==> config.mk <==
export PLATFORM = sky130hd
export DESIGN_NAME = edgcol_collision_unit_flat
export DESIGN_NICKNAME = d
export VERILOG_FILES = /design/src/rtl/edgcol_collision_unit_if.sv /design/src/rtl/edgcol_collision_unit.sv /design/src/flat_wrapper.sv
export SDC_FILE = /design/constraint.sdc
export NUM_CORES = 2
export LEC_CHECK = 0
export BUFFER_PORTS_ARGS = -buffer_cell sky130_fd_sc_hd__buf_2
export CAP_MARGIN = 20
export CORE_MARGIN = 5
export CORE_UTILIZATION = 39
export CTS_BUF_LIST = sky130_fd_sc_hd__clkbuf_16
export DETAILED_ROUTE_END_ITERATION = 12
export HOLD_SLACK_MARGIN = 0.15
export SYNTH_ARGS = -nofsm -noshare
export SYNTH_HDL_FRONTEND = slang
export SYNTH_SLANG_ARGS = --single-unit
==> constraint.sdc <==
create_clock -name clk -period 5.58 [get_ports clk]
set_input_delay 1.116 -clock clk [delete_from_list [all_inputs] [get_ports clk]]
set_output_delay 1.116 -clock clk [all_outputs]
set_load 0.1 [all_outputs]
==> src/rtl/edgcol_collision_unit_if.sv <==
// Bus bundle for the edge-collision checker: pass control,
// edge words, occupancy write port and pass status.
interface edgcol_collision_unit_if #(
    parameter int BUS_WIDTH = 32
);
    logic                 start;
    logic [5:0]           edge_mask;
    logic [BUS_WIDTH-1:0] e0;
    logic [BUS_WIDTH-1:0] e1;
    logic [BUS_WIDTH-1:0] e2;
    logic [BUS_WIDTH-1:0] e3;
    logic [BUS_WIDTH-1:0] e4;
    logic [BUS_WIDTH-1:0] e5;
    logic                 occ_wr_ena;
    logic [4:0]           occ_wr_row;
    logic [BUS_WIDTH-1:0] occ_wr_data;
    logic                 busy;
    logic                 done;
    logic [5:0]           collision;

    modport master (
        output start, edge_mask,
        output e0, e1, e2, e3, e4, e5,
        output occ_wr_ena, occ_wr_row, occ_wr_data,
        input  busy, done, collision
    );

    modport slave (
        input  start, edge_mask,
        input  e0, e1, e2, e3, e4, e5,
        input  occ_wr_ena, occ_wr_row, occ_wr_data,
        output busy, done, collision
    );
endinterface

==> src/rtl/edgcol_collision_unit.sv <==
// Edge collision checker: rasterises up to six snapshotted edges
// with Bresenham over a 32x32 occupancy grid, one cell per cycle.
module edgcol_collision_unit #(
    parameter int BUS_WIDTH = 32
) (
    input  logic                    clk,
    input  logic                    rstb,
    edgcol_collision_unit_if.slave  bus
);

    typedef enum logic [1:0] {
        S_IDLE,
        S_LOAD,
        S_STEP,
        S_DONE
    } state_e;

    state_e               state_q, state_d;
    logic [2:0]           idx_q, idx_d;
    logic [5:0]           mask_q, mask_d;
    logic [19:0]          snap_q [6];
    logic [19:0]          snap_d [6];
    logic [BUS_WIDTH-1:0] grid_q [32];
    logic [BUS_WIDTH-1:0] grid_d [32];
    logic [4:0]           x_q, x_d;
    logic [4:0]           y_q, y_d;
    logic signed [7:0]    dx_q, dx_d;
    logic signed [7:0]    dy_q, dy_d;
    logic signed [7:0]    err_q, err_d;
    logic                 sxn_q, sxn_d;
    logic                 syn_q, syn_d;
    logic [5:0]           coll_q, coll_d;
    logic                 busy_q, busy_d;
    logic                 done_q, done_d;

    // Only the coordinate fields of each edge word are meaningful.
    logic unused_lsbs;
    assign unused_lsbs = ^{bus.e0[11:0], bus.e1[11:0], bus.e2[11:0],
                           bus.e3[11:0], bus.e4[11:0], bus.e5[11:0]};

    logic [19:0]       cur;
    logic [4:0]        cx0, cy0, cx1, cy1;
    logic [4:0]        adx, ady;
    logic signed [7:0] e2;
    logic signed [7:0] acc;
    logic              hit;
    logic              at_end;
    logic              last;

    assign cur  = snap_q[idx_q];
    assign cx0  = cur[19:15];
    assign cy0  = cur[14:10];
    assign cx1  = cur[9:5];
    assign cy1  = cur[4:0];
    assign adx  = (cx1 > cx0) ? (cx1 - cx0) : (cx0 - cx1);
    assign ady  = (cy1 > cy0) ? (cy1 - cy0) : (cy0 - cy1);
    assign hit  = grid_q[y_q][x_q];
    assign at_end = (x_q == cx1) && (y_q == cy1);
    assign last = (idx_q == 3'd5);

    // Next-state: grid write port, pass FSM and Bresenham stepping.
    always_comb begin
        state_d = state_q;
        idx_d   = idx_q;
        mask_d  = mask_q;
        snap_d  = snap_q;
        grid_d  = grid_q;
        x_d     = x_q;
        y_d     = y_q;
        dx_d    = dx_q;
        dy_d    = dy_q;
        err_d   = err_q;
        sxn_d   = sxn_q;
        syn_d   = syn_q;
        coll_d  = coll_q;
        e2      = err_q <<< 1;
        acc     = err_q;

        if (bus.occ_wr_ena) begin
            grid_d[bus.occ_wr_row] = bus.occ_wr_data;
        end

        unique case (state_q)
            S_IDLE: begin
                if (bus.start) begin
                    snap_d[0] = bus.e0[31:12];
                    snap_d[1] = bus.e1[31:12];
                    snap_d[2] = bus.e2[31:12];
                    snap_d[3] = bus.e3[31:12];
                    snap_d[4] = bus.e4[31:12];
                    snap_d[5] = bus.e5[31:12];
                    mask_d    = bus.edge_mask;
                    coll_d    = 6'd0;
                    idx_d     = 3'd0;
                    state_d   = S_LOAD;
                end
            end
            S_LOAD: begin
                if (!mask_q[idx_q]) begin
                    if (last) begin
                        state_d = S_DONE;
                    end else begin
                        idx_d = idx_q + 3'd1;
                    end
                end else begin
                    x_d     = cx0;
                    y_d     = cy0;
                    dx_d    = {3'b000, adx};
                    dy_d    = 8'sd0 - {3'b000, ady};
                    err_d   = {3'b000, adx} - {3'b000, ady};
                    sxn_d   = !(cx0 < cx1);
                    syn_d   = !(cy0 < cy1);
                    state_d = S_STEP;
                end
            end
            S_STEP: begin
                if (hit) begin
                    coll_d[idx_q] = 1'b1;
                end
                if (hit || at_end) begin
                    if (last) begin
                        state_d = S_DONE;
                    end else begin
                        idx_d   = idx_q + 3'd1;
                        state_d = S_LOAD;
                    end
                end else begin
                    if (e2 >= dy_q) begin
                        acc = acc + dy_q;
                        x_d = sxn_q ? (x_q - 5'd1) : (x_q + 5'd1);
                    end
                    if (e2 <= dx_q) begin
                        acc = acc + dx_q;
                        y_d = syn_q ? (y_q - 5'd1) : (y_q + 5'd1);
                    end
                    err_d = acc;
                end
            end
            S_DONE: begin
                state_d = S_IDLE;
            end
            default: begin
                state_d = S_IDLE;
            end
        endcase

        busy_d = (state_d == S_LOAD) || (state_d == S_STEP);
        done_d = (state_d == S_DONE);
    end

    // State registers; reset aborts any pass and clears the grid.
    always_ff @(posedge clk or negedge rstb) begin
        if (!rstb) begin
            state_q <= S_IDLE;
            idx_q   <= 3'd0;
            mask_q  <= 6'd0;
            for (int i = 0; i < 6; i++) begin
                snap_q[i] <= '0;
            end
            for (int r = 0; r < 32; r++) begin
                grid_q[r] <= '0;
            end
            x_q     <= 5'd0;
            y_q     <= 5'd0;
            dx_q    <= 8'sd0;
            dy_q    <= 8'sd0;
            err_q   <= 8'sd0;
            sxn_q   <= 1'b0;
            syn_q   <= 1'b0;
            coll_q  <= 6'd0;
            busy_q  <= 1'b0;
            done_q  <= 1'b0;
        end else begin
            state_q <= state_d;
            idx_q   <= idx_d;
            mask_q  <= mask_d;
            snap_q  <= snap_d;
            grid_q  <= grid_d;
            x_q     <= x_d;
            y_q     <= y_d;
            dx_q    <= dx_d;
            dy_q    <= dy_d;
            err_q   <= err_d;
            sxn_q   <= sxn_d;
            syn_q   <= syn_d;
            coll_q  <= coll_d;
            busy_q  <= busy_d;
            done_q  <= done_d;
        end
    end

    assign bus.busy      = busy_q;
    assign bus.done      = done_q;
    assign bus.collision = coll_q;

endmodule

==> src/flat_wrapper.sv <==
// flat-port wrapper written by rule: the top's interface ports become plain ports
module edgcol_collision_unit_flat 
#(
    parameter int BUS_WIDTH = 32
)
  (clk, rstb, bus_start, bus_edge_mask, bus_e0, bus_e1, bus_e2, bus_e3, bus_e4, bus_e5, bus_occ_wr_ena, bus_occ_wr_row, bus_occ_wr_data, bus_busy, bus_done, bus_collision);
  edgcol_collision_unit_if #(.BUS_WIDTH(BUS_WIDTH)) bus_i ();
  input  logic clk;
  input  logic rstb;
  input wire logic [$bits(bus_i.start)-1:0] bus_start;
  input wire logic [$bits(bus_i.edge_mask)-1:0] bus_edge_mask;
  input wire logic [$bits(bus_i.e0)-1:0] bus_e0;
  input wire logic [$bits(bus_i.e1)-1:0] bus_e1;
  input wire logic [$bits(bus_i.e2)-1:0] bus_e2;
  input wire logic [$bits(bus_i.e3)-1:0] bus_e3;
  input wire logic [$bits(bus_i.e4)-1:0] bus_e4;
  input wire logic [$bits(bus_i.e5)-1:0] bus_e5;
  input wire logic [$bits(bus_i.occ_wr_ena)-1:0] bus_occ_wr_ena;
  input wire logic [$bits(bus_i.occ_wr_row)-1:0] bus_occ_wr_row;
  input wire logic [$bits(bus_i.occ_wr_data)-1:0] bus_occ_wr_data;
  output wire logic [$bits(bus_i.busy)-1:0] bus_busy;
  output wire logic [$bits(bus_i.done)-1:0] bus_done;
  output wire logic [$bits(bus_i.collision)-1:0] bus_collision;
  assign bus_i.start = bus_start;
  assign bus_i.edge_mask = bus_edge_mask;
  assign bus_i.e0 = bus_e0;
  assign bus_i.e1 = bus_e1;
  assign bus_i.e2 = bus_e2;
  assign bus_i.e3 = bus_e3;
  assign bus_i.e4 = bus_e4;
  assign bus_i.e5 = bus_e5;
  assign bus_i.occ_wr_ena = bus_occ_wr_ena;
  assign bus_i.occ_wr_row = bus_occ_wr_row;
  assign bus_i.occ_wr_data = bus_occ_wr_data;
  assign bus_busy = bus_i.busy;
  assign bus_done = bus_i.done;
  assign bus_collision = bus_i.collision;
  edgcol_collision_unit #(.BUS_WIDTH(BUS_WIDTH)) u_core (.clk(clk), .rstb(rstb), .bus(bus_i));
endmodule
## Word-level counts from Yosys, hierarchy flattened

Index checks and enable logic that the tools add are counted.

- $add $sub $neg: 13
- Multiply operators: 0
- Mux-type cells: 48
- Bitwise operators: 4
- Shifts and indexed selects: 0
- Reduce and logical (&&, ||, !) cells: 18
- Equality and inequality tests: 17
- Divide/modulo/power cells: 0
- Order comparisons: 13

Operator list:

| operator | count |
|---|---|
| bitwise mux 1024 bit | 1 |
| binary-select mux 32 bit (select 5 bit) | 1 |
| demux 32 bit (select 5 bit) | 1 |
| two-way mux 32 bit | 3 |
| binary-select mux 20 bit (select 3 bit) | 1 |
| two-way mux 5 bit | 10 |
| two-way mux 8 bit | 6 |
| two-way mux 20 bit | 2 |
| case mux 5 bit (2 select lines) | 2 |
| subtractor 5 bit | 4 |
| case mux 8 bit (2 select lines) | 1 |
| greater-or-equal comparator 6 bit (second input constant) | 2 |
| two-way mux 3 bit | 4 |
| two-way mux 6 bit | 2 |
| inverter 5 -> 6 bit | 2 |
| case mux 6 bit (2 select lines) | 1 |
| AND reduction 4 bit | 3 |
| adder 5 x 1 -> 5 bit (second input constant) | 2 |
| equality test 5 bit | 2 |
| > comparator 5 bit | 2 |
| < comparator 5 bit | 2 |
| two-way mux 2 bit | 5 |
| inequality test 2 x 1 -> 1 bit (second input constant) | 5 |
| subtractor 5 x 1 -> 5 bit (second input constant) | 2 |
| 32 further kinds | 47 |

- Register bits: 1196
- Output and inout port bits: 8
- Bits of input ports: 239
- ROM bits: 0
- Memories: 0
- Bits in latches: 0
- RAM bits: 0

## Longest topological paths before layout

- Depth after elaboration: 13
- Gate-level depth with buffers: 22

## Worst setup path after synthesis

OpenSTA, ideal clock, no wires.

- Kind: register to register
- Start: register u_core.idx_q[2]
- End: register u_core.err_q[5]
- Cell stages (with the launch flop): 23
- Slack: 0.489 ns
- Arrival time: 5.012 ns
- Clock period less this slack: 5.091 ns
- Buffers on the path: 5
- Library setup time: 0.079 ns
- Cells stage by stage: dfrtp_1 -> buf_2 -> clkbuf_1 -> clkbuf_1 -> buf_1 -> nor3_1 -> clkbuf_1 -> a22oi_1 -> nand2_1 -> a221oi_1 -> ha_1 -> nand4_1 -> o22ai_1 -> a21oi_1 -> mux2i_1 -> o21ai_0 -> a221oi_1 -> xor2_1 -> ha_1 -> a211o_1 -> a31oi_1 -> a211oi_1 -> a2bb2oi_1

- Word-level cells in the longest chain between the ends: 9
- Elaborated cells on any way between the ends: 24
- Classes of those cells: add/sub: 5; order compare: 2; eq/ne: 4; mux: 9; bitwise: 1; reduce/logical: 3

Ends and longest elaborated chain:

| item | line | RTL |
|---|---|---|
| from (decl) | edgcol_collision_unit.sv:19 | `logic [2:0] idx_q, idx_d;` |
| from (signal assigned) | edgcol_collision_unit.sv:175 | `idx_q <= idx_d;` |
| inverter 3 -> 4 bit (implied by the code) | edgcol_collision_unit.sv:50 | `assign cur = snap_q[idx_q];` |
| binary-select mux 20 bit (select 3 bit) | edgcol_collision_unit.sv:50 |  |
| two-way mux 20 bit (implied by the code) (2 in series) | edgcol_collision_unit.sv:50 |  |
| subtractor 5 bit (tied with other cells) | edgcol_collision_unit.sv:55 | `assign adx = (cx1 > cx0) ? (cx1 - cx0) : (cx0 - cx1);` |
| two-way mux 5 bit (tied with other cells) | edgcol_collision_unit.sv:55 |  |
| subtractor 5 x 5 -> 6 bit / logical OR 1 bit (equally long branches) | edgcol_collision_unit.sv:110, edgcol_collision_unit.sv:120 |  |
| two-way mux 8 bit / inequality test 2 bit (equally long branches) | - |  |
| case mux 8 bit (2 select lines) / AND reduction 3 bit (equally long branches) | - |  |
| to (signal assigned) | edgcol_collision_unit.sv:183 | `err_q <= err_d;` |
| to (decl) | edgcol_collision_unit.sv:29 | `logic signed [7:0] err_q, err_d;` |

Several ways; a longest one is shown, not always the timed one. The select of a mux whose other input is x is not followed.
A chain may end at the register's enable or synchronous reset.

## Worst setup path after layout

- Start: register u_core.idx_q[1]
- End: register u_core.err_q[6]

Same word-level chain as after synthesis.

==> summary.md <==
| Metric | Value |
|---|---|
| Status | `finished clean` |
| Fin nets | `4403` |
| Cell internal pwr | `23.48 mW` |
| Mapped Cells | `3962` |
| Arrival time at the worst endpoint | `5.68 ns` |
| Total gr overflow | `0` |
| Layout area overhead | `13.40%` |
| Power Density | `580.9 nW/µm²` |
| Area of the multi-input gates | `25350 µm²` |
| Reg-to-reg slack, setup | `0.57 ns` |
| PortBufs | `174` |
| CP endpoint kind | `flop` |
| Cts repair resizes | `0` |
| PnR Total Power | `37.38 mW` |
| CTS sink count | `1193` |
| VDD IR max | `0.9494 mV` |
| DRC Markers | `0` |
| Post-route minimum period | `5.006 ns` |
| Antenna violations before repair | `17` |
| Synth cell types | `88` |
| Worst-case clock buffer depth | `3` |
| Worst skew pair latency | `0.75 ns` |
| Fin Clk Skew | `0.03576 ns` |
| Slowest library cell on the worst path | `o21ai_0` |
| Vias in the first global route | `36521` |
| Cell count of the worst reg-to-reg path | `19` |
| Syn_nets | `4270` |
| DRT Wirelength | `168600 µm` |
| Max_slew headroom | `0.2366` |
| Vias per cell | `5.723` |
| Crit-path cells | `buf_4 -> nor2b_1 -> nand2_1 -> o21ai_0 -> o21ai_0 -> inv_1 -> ha_1 -> o21a_1 -> o21ai_0 -> a21oi_1 -> mux2i_1 -> o21ai_0 -> a221oi_1 -> xor2_1 -> ha_1 -> a211o_1 -> a31oi_1 -> a211oi_1 -> a2bb2oi_1` |
| HPWL Detailed | `103600 µm` |
| Htree depth | `4` |
| Max incr delay on CP | `0.71 ns` |
| Sequential-to-total area share from yosys stat | `0.5262` |
| Routed WL per cell | `27.55 µm` |
| Max Cap Viol | `0` |
| Die width | `391.4 µm` |
| FFs w/ async S/R, synth | `1.000` |
| Final Cycle Share | `0.8972` |
| Worst r2r src | `u_core.idx_q[1]` |
| Critical Path Source | `u_core.idx_q[1]` |
| Required time worst endpoint | `6.25 ns` |
| Hold/Removal Path Class | `in2async` |
| Worst Max-Slew Pin Slew | `1.145 ns` |
| Core Box Area | `145200 µm²` |
| Placed cell area | `60170 µm²` |
| Layout cells sized above 1 | `0.4672` |
| IO Count | `247` |
| Hold slack | `0.3864 ns` |
| Fill cells | `13010` |
| Storage cell area | `29870 µm²` |
| Switch Pwr | `13.89 mW` |
| TritonCTS clock tree | `built` |
| Placed Instances | `5875` |
| Sw Share | `0.3717` |
| Slack of the critical path | `0.5736 ns` |
| Fin area | `64340 µm²` |
| Post-route ant nets | `0` |
| FP Rows | `140` |
| Starting DRT DRC Count | `2535` |
| Pleak | `28.68 nW` |
| # hold bufs at CTS | `0` |
| DR vias | `35011` |
| Mapped Avg Cell Area | `14.32 µm²` |
| Worst setup SP type | `flop` |
| Crit path max fanout | `19` |
| Die area | `153200 µm²` |
| Vert. Die Dim | `391.4 µm` |
| Setup Crit Path Kind | `reg2reg` |
| Logic gate share of total power | `0.450` |
| Global-route wire length before repair | `250600 µm` |
| Largest net degree at the start of global routing | `129` |
| Peak Freq | `0.1997 GHz` |
| Gpl congestion | `0.8298` |
| Number of synthesized flops with an enable pin | `0` |
| CTS Root Cell | `clkbuf_16` |
| Initial Utilization | `0.3907` |
| Syn. warnings | `0` |
| DP Worst Slack | `0.6299 ns` |
| Seq pwr share | `0.325` |
| Clock transition at path regs | `0.06 ns` |
| Mapped cell area | `56740 µm²` |
| Critical path's most frequent cell | `o21ai_0` |
| Pins over their slew limit | `0` |
| Finished Layout Cells | `6118` |
| FF+latch count, synth | `1193` |
| Final core occ | `0.4431` |
| CP bufs+invs | `2` |
| Kind of cell adding the most delay to the critical path | `compound AO/OA/AOI/OAI gates` |
| TritonRoute pass-1 iters | `7` |
| Cts bufs inserted | `135` |
| Endpoints failing setup | `0` |
| RSZ-0062 raised after global routing | `no` |
| Top_reg_cell synth | `dfrtp_1` |
| FF-to-FF End | `u_core.err_q[6]` |
| GRT Resource Usage Total | `0.2200` |
| Final hold violations | `0` |
| Setup TNS | `0 ns` |
| Clock power share | `0.225` |
| Post-CTS Setup Repair Bufs | `0` |
per-layer routing:
| layer | global-route usage | up-vias | part of all wire |
|---|---|---|---|
| met5 | 0 | - | 0.00049 |
| met3 | 0.03791 | 259 | 0.055 |
| met1 | 0.3121 | 18916 | 0.45 |
| met2 | 0.3522 | 898 | 0.47 |
| li1 | - | 14926 | - |
| met4 | 0.05729 | 12 | 0.025 |
sequential cells by signal, indices dropped and copies added, names as in the netlist, 6 cells and up:
signal	cells
u_core.err_q	7
u_core.dy_q	6
u_core.snap_q	120
u_core.bus.collision	6
u_core.grid_q	1024
u_core.mask_q	6
power by group through the flow:
stage | Clock (mW) | Sequential (mW) | Combinational (mW)
global placement | 0 | 12.2 | 16.7
floorplan | 0 | 11.7 | 12.3
global route | 8.95 | 12.4 | 18.4
CTS | 8.60 | 12.1 | 16.9
finish | 8.41 | 12.1 | 16.8
detailed placement | 0 | 12.3 | 16.9
area by class of cell:
cell class,instances,area share
inverter,69,0.004025
antenna,6,0.0002334
clock buffer,139,0.05406
timing repair buffer,329,0.03574
clock inverter,98,0.01048
multi-input combinational,2367,0.3940
tap,1917,0.03728
sequential,1193,0.4642
cells in the mapped netlist (12+ instances only):
cell | instances | share of area
o221ai_1 | 12 | 0.0019
clkbuf_1 | 207 | 0.014
a22oi_1 | 59 | 0.0078
nor3_1 | 28 | 0.0025
buf_2 | 36 | 0.0032
buf_6 | 15 | 0.0030
nand3b_1 | 14 | 0.0019
mux2i_1 | 122 | 0.022
dfrtp_1 | 1193 | 0.53
a221oi_1 | 12 | 0.0019
a21o_1 | 20 | 0.0026
mux4_2 | 217 | 0.086
o22ai_1 | 17 | 0.0019
a21oi_1 | 70 | 0.0062
nand2_1 | 120 | 0.0079
nor2_1 | 75 | 0.0050
nand3_1 | 55 | 0.0049
a31oi_1 | 18 | 0.0020
buf_1 | 65 | 0.0043
inv_1 | 61 | 0.0040
mux2_2 | 1174 | 0.23
o21ai_0 | 37 | 0.0033
ha_1 | 61 | 0.013
a211oi_1 | 20 | 0.0026
and2_1 | 12 | 0.0013
xnor2_1 | 26 | 0.0040
nor2b_1 | 24 | 0.0026
logic make-up (layout without fill, tap and decap cells):
group | after synthesis | count (layout) | share of synthesized area
adders and majority gates | 70 | 70 | 0.01645
DFF | 1193 | 1193 | 0.5262
xor gates and xnor gates | 37 | 37 | 0.005712
buffers and inverters | 402 | 635 | 0.03017
AOI/OAI and AO/OA | 345 | 345 | 0.04331
other | 0 | 6 | 0
muxes | 1522 | 1522 | 0.3440
and+or+nand+nor | 393 | 393 | 0.03418
cell usage in the layout (no fill, tap or decap), drive strengths merged, types with 11 or more instances in the layout:
master  instances
mux2i         122
a31oi          18
inv            99
a211oi         22
a22o           11
a21o           20
mux4          222
xnor2          26
nand2         120
o221ai         12
mux2         1178
nand4          11
nand3          56
a22oi          59
nand3b         14
clkinv         63
a21oi          71
a221oi         12
buf           329
o21ai          39
clkbuf        139
o22ai          17
and2           12
dfrtp        1193
nor2b          24
nor2           75
nor3           28
and3           11
xor2           11
ha             61
worst max path at each step:
| stage | to | slack (ns) | depth (start not counted) |
|---|---|---|---|
| floorplan | u_core.err_q[5] | 0.49 | 22 |
| global placement | u_core.err_q[4] | 0.66 | 19 |
| detailed placement | u_core.err_q[4] | 0.63 | 19 |
| CTS | u_core.err_q[4] | 0.63 | 19 |
| global route | u_core.err_q[5] | 0.22 | 19 |
| finish | u_core.err_q[6] | 0.57 | 19 |
worst register-to-register path, delay by kind of cell (launching register included):
| family | cells | cell delay, ns |
|---|---|---|
| xor+xnor | 1 | 0.31 |
| mux | 1 | 0.30 |
| compound gates | 11 | 2.50 |
| fa+ha+maj | 2 | 0.69 |
| buf+inv | 2 | 0.37 |
| flops | 1 | 0.43 |
| simple gates | 2 | 0.34 |
Power figures use the tool's default switching activity.
